$ cat src/rtl/edge_detect_if.sv
// Bus for edge_detect: the asynchronous level in, the rise/fall pulses out.
interface edge_detect_if;
  logic async_sig;
  logic rise;
  logic fall;

  modport master (output async_sig, input rise, input fall);
  modport slave  (input async_sig, output rise, output fall);
endinterface

$ cat src/rtl/edge_detect.sv
// Synchronizes an asynchronous level into clk and emits one-cycle rise/fall pulses.
// Optional stability filter enabled by defining EDGE_DETECT_FILTER_EN.
module edge_detect #(
  parameter int SYNC_STAGES = 2,
  parameter int FILTER_LEN  = 3
) (
  input  logic          clk,
  input  logic          rst,
  edge_detect_if.slave  bus
);

  logic [SYNC_STAGES-1:0] s;
  logic                   level;
  logic                   prev;
  logic                   riseReg;
  logic                   fallReg;

  // Plain flop chain, nothing between stages, so metastability has full cycles to settle
  always_ff @(posedge clk or posedge rst) begin
    if (rst) begin
      s <= '0;
    end else begin
      s <= {s[SYNC_STAGES-2:0], bus.async_sig};
    end
  end

`ifdef EDGE_DETECT_FILTER_EN
  // The newest synchronized sample plus h form a window of FILTER_LEN samples;
  // the level only moves once the whole window agrees.
  logic [FILTER_LEN-2:0] h;
  logic [FILTER_LEN-1:0] window;
  logic                  f;

  assign window = {h, s[SYNC_STAGES-1]};

  always_ff @(posedge clk or posedge rst) begin
    if (rst) begin
      h <= '0;
      f <= 1'b0;
    end else begin
      h <= window[FILTER_LEN-2:0];
      if (&window) begin
        f <= 1'b1;
      end else if (~|window) begin
        f <= 1'b0;
      end
    end
  end

  assign level = f;
`else
  assign level = s[SYNC_STAGES-1];
`endif

  always_ff @(posedge clk or posedge rst) begin
    if (rst) begin
      prev    <= 1'b0;
      riseReg <= 1'b0;
      fallReg <= 1'b0;
    end else begin
      prev    <= level;
      riseReg <= level & ~prev;
      fallReg <= ~level & prev;
    end
  end

  assign bus.rise = riseReg;
  assign bus.fall = fallReg;

endmodule

$ cat src/flat_wrapper.sv
// flat-port wrapper written by rule: the top's interface ports become plain ports
module edge_detect_flat 
#(
  parameter int SYNC_STAGES = 2,
  parameter int FILTER_LEN  = 3
)
  (clk, rst, bus_async_sig, bus_rise, bus_fall);
  edge_detect_if bus_i ();
  input  logic clk;
  input  logic rst;
  input wire logic [$bits(bus_i.async_sig)-1:0] bus_async_sig;
  output wire logic [$bits(bus_i.rise)-1:0] bus_rise;
  output wire logic [$bits(bus_i.fall)-1:0] bus_fall;
  assign bus_i.async_sig = bus_async_sig;
  assign bus_rise = bus_i.rise;
  assign bus_fall = bus_i.fall;
  edge_detect #(.SYNC_STAGES(SYNC_STAGES), .FILTER_LEN(FILTER_LEN)) u_core (.clk(clk), .rst(rst), .bus(bus_i));
endmodule
$ cat config.mk
export PLATFORM = sky130hd
export DESIGN_NAME = edge_detect_flat
export DESIGN_NICKNAME = d
export VERILOG_FILES = /design/src/rtl/edge_detect_if.sv /design/src/rtl/edge_detect.sv /design/src/flat_wrapper.sv
export SDC_FILE = /design/constraint.sdc
export NUM_CORES = 1
export LEC_CHECK = 0
export BUFFER_PORTS_ARGS = -buffer_cell sky130_fd_sc_hd__buf_2
export CAP_MARGIN = 10
export CORE_AREA = 2 2 39 41
export CTS_CLUSTER_SIZE = 20
export DETAILED_ROUTE_END_ITERATION = 10
export DIE_AREA = 0 0 41 43
export PLACE_DENSITY = 0.31
export SYNTH_ARGS = -nofsm -noshare
export SYNTH_HDL_FRONTEND = slang
export SYNTH_SLANG_ARGS = --single-unit
$ cat constraint.sdc
create_clock -name clk -period 1.3 [get_ports clk]
set_input_delay 0.13 -clock clk [delete_from_list [all_inputs] [get_ports clk]]
set_output_delay 0.13 -clock clk [all_outputs]
set_load 0.02 [all_outputs]
==> summary.md <==
| Metric | Value |
|---|---|
| Status | `finished clean` |
| Die area | `1763 sq um` |
| Seq/Total Area, Yosys | `86.96%` |
| Worst setup margin | `0.4266 ns` |
| # Post-CTS Setup Buffers | `0` |
| Mean Syn Cell Area | `17.99 sq um` |
| FP Rows | `14` |
| Nets | `22` |
| Data required, critical path | `1.17 ns` |
| CP bufs+invs | `1` |
| I/O pins | `5` |
| Setup CP Type | `register to primary output` |
| Diode count | `0` |
| Dpl cells | `28` |
| Power per cell area | `1591 nW/um^2` |
| Final number of setup-violating endpoints | `0` |
| Design area | `230.2 sq um` |
| P_leak | `0.1140 nW` |
| Max-Cap Viols | `0` |
| Vias post-DR | `97` |
| PortBufs | `4` |
| Total power | `366.2 uW` |
| Synth Warn # | `0` |
| Clk_skew | `0.0007758 ns` |
| Bufs on Longest Clock Path | `2` |
| Routed vias/inst | `2.853` |
| Initial Utilization | `10.40%` |
| Post-CTS sizing | `0` |
| Placed inst area | `183.9 sq um` |
| H-Tree Level Count | `1` |
| CTS clock-pin slew for the worst setup and hold paths | `0.04 ns` |
| Crit path max fanout | `1` |
| Most frequent cells after synthesis | `dfrtp_1, and2b_2, inv_1, nor2b_1` |
| Count leader, synth | `dfrtp_1` |
| Initial DRC count | `0` |
| Synthesized Nets | `11` |
| Synth area leaders | `dfrtp_1, and2b_2, nor2b_1` |
| HP Class | `input port to asynchronous set/reset pin` |
| Largest net degree at the start of global routing | `6` |
| Slew @ Worst Pin | `0.1797 ns` |
| Ys async rst share | `100.0%` |
| Number of enable flip-flop cells after synthesis | `0` |
| Worst IR Drop VDD | `0.4815 mV` |
| Critical-path cell list | `buf_2` |
| Slew headroom | `88.00%` |
| DP Worst Slack | `0.6171 ns` |
| Largest area contributor in the netlist | `dfrtp_1` |
| DIE HEIGHT | `43 um` |
| Top cell type's share of synthesized area | `86.96%` |
| Top_reg_cell synth | `dfrtp_1` |
| Drt first pass iters | `1` |
| Remaining Overflow, GRT | `0` |
| TritonCTS Buffers | `3` |
| Layout cells sized above 1 | `44.44%` |
| WP data arrival | `0.74 ns` |
| First-pass GRT wire length | `365 um` |
| Critical path's top delay family | `flip-flops` |
| Clock period minus worst slack | `0.8734 ns` |
| CP endpoint kind | `primary output` |
| Final TNS setup | `0 ns` |
| Fin. Hold Viols | `0` |
| Non-filler cells, final | `34` |
| Core ar. | `1384 sq um` |
| Cells after Synth | `8` |
| Crit share post-route | `67.18%` |
| Routability cong. | `0.5859` |
| Critical Path Max Stage Delay | `0.35 ns` |
| CTS tree | `yes` |
| Clk sinks | `5` |
| Netlist cell types | `4` |
| Vias in the first global route | `114` |
| Clock Latency Late Sink | `0.24 ns` |
| Pins Over Slew Limit | `0` |
| Hold_buf cts | `2` |
| Total Routing Usage GR | `3.741%` |
| Unrepaired setup endpoints after global routing | `false` |
| Final ANT Viol Nets | `0` |
| Wire per inst | `5.853 um` |
| Post-Synthesis Cell Area | `143.9 sq um` |
| Slowest cell on crit path | `dfrtp_1` |
| F_max | `1145 MHz` |
| Root Buffer | `clkbuf_4` |
| Worst setup SP type | `register` |
| Yosys reg bits | `5` |
| Antenna violations before repair | `0` |
| Die width | `41 um` |
| Routed WL | `199 um` |
| DRC violations left | `0` |
| Area Overhead vs Synth | `60.00%` |
-- flip-flops by register name, summed over array words and instances (netlist names) --
signal / flops
u_core.bus.rise: 1
u_core.prev: 1
u_core.bus.fall: 1
u_core.s: 2
-- final cells by class --
cell class | instances | area [sq um]
Timing Repair Buffer | 6 | 40.04
Tap cell | 16 | 20.02
Inverter | 1 | 3.754
Multi-Input combinational cell | 2 | 15.01
Sequential cell | 5 | 125.1
Fill cell | 156 | 1154
Clock buffer | 4 | 26.28
-- report_power, final --
group | leakage (nW) | total [mW] | internal, mW | switching, mW
sequential | 0.0607 | 0.167 | 0.164 | 0.00262
combinational | 0.0383 | 0.0202 | 0.0105 | 0.00976
clock | 0.0150 | 0.179 | 0.116 | 0.0632
total | 0.114 | 0.366 | 0.291 | 0.0756
-- cell families (layout without fill, tap and decap cells) --
family | count (synthesis) | in the layout | synth area share, %
buffers and inverters | 1 | 11 | 2.606
and+or+nand+nor | 2 | 2 | 10.44
DFF | 5 | 5 | 86.96
-- placed cells by master, fill, tap and decap left out, drive strengths merged --
cell	netlist	final
dfrtp	5	5
clkbuf	0	4
nor2b	1	1
dlygate4sd3	0	2
and2b	1	1
inv	1	1
buf	0	4
-- stage by stage --
stage / utilization [%] / hold slack (ns)
5_1_grt: 16.64 / 0.3566
2_1_floorplan: - / -0.09148
6_report: 16.64 / 0.3169
3_5_place_dp: 13.29 / 0.03115
3_3_place_gp: 13.29 / 0.02305
4_1_cts: 16.64 / 0.3153
-- metal layers --
metal	vias to the layer above	share of wire, %	track usage, %
met2	8	39	4.375
met3	0	26	6.283
met4	0	0	2.000
li1	42	-	-
met5	-	0	0
met1	47	34	2.632
-- worst paths after layout --
check | slack [ns] | to | start | depth (start not counted)
setup / recovery | 0.43 | bus_rise | u_core.bus.rise$_DFF_PP0_ | 1
hold / removal | 0.32 | u_core.prev$_DFF_PP0_ | rst | 3
setup reg to reg | 0.62 | u_core.bus.rise$_DFF_PP0_ | u_core.s[1]$_DFF_PP0_ | 1
hold reg to reg | 0.35 | u_core.s[1]$_DFF_PP0_ | u_core.s[0]$_DFF_PP0_ | 0
max in group asynchronous | 0.82 | u_core.s[1]$_DFF_PP0_ | rst | 3
min in group clk | 0.35 | u_core.s[1]$_DFF_PP0_ | u_core.s[0]$_DFF_PP0_ | 0
Power figures use the tool's default switching activity.
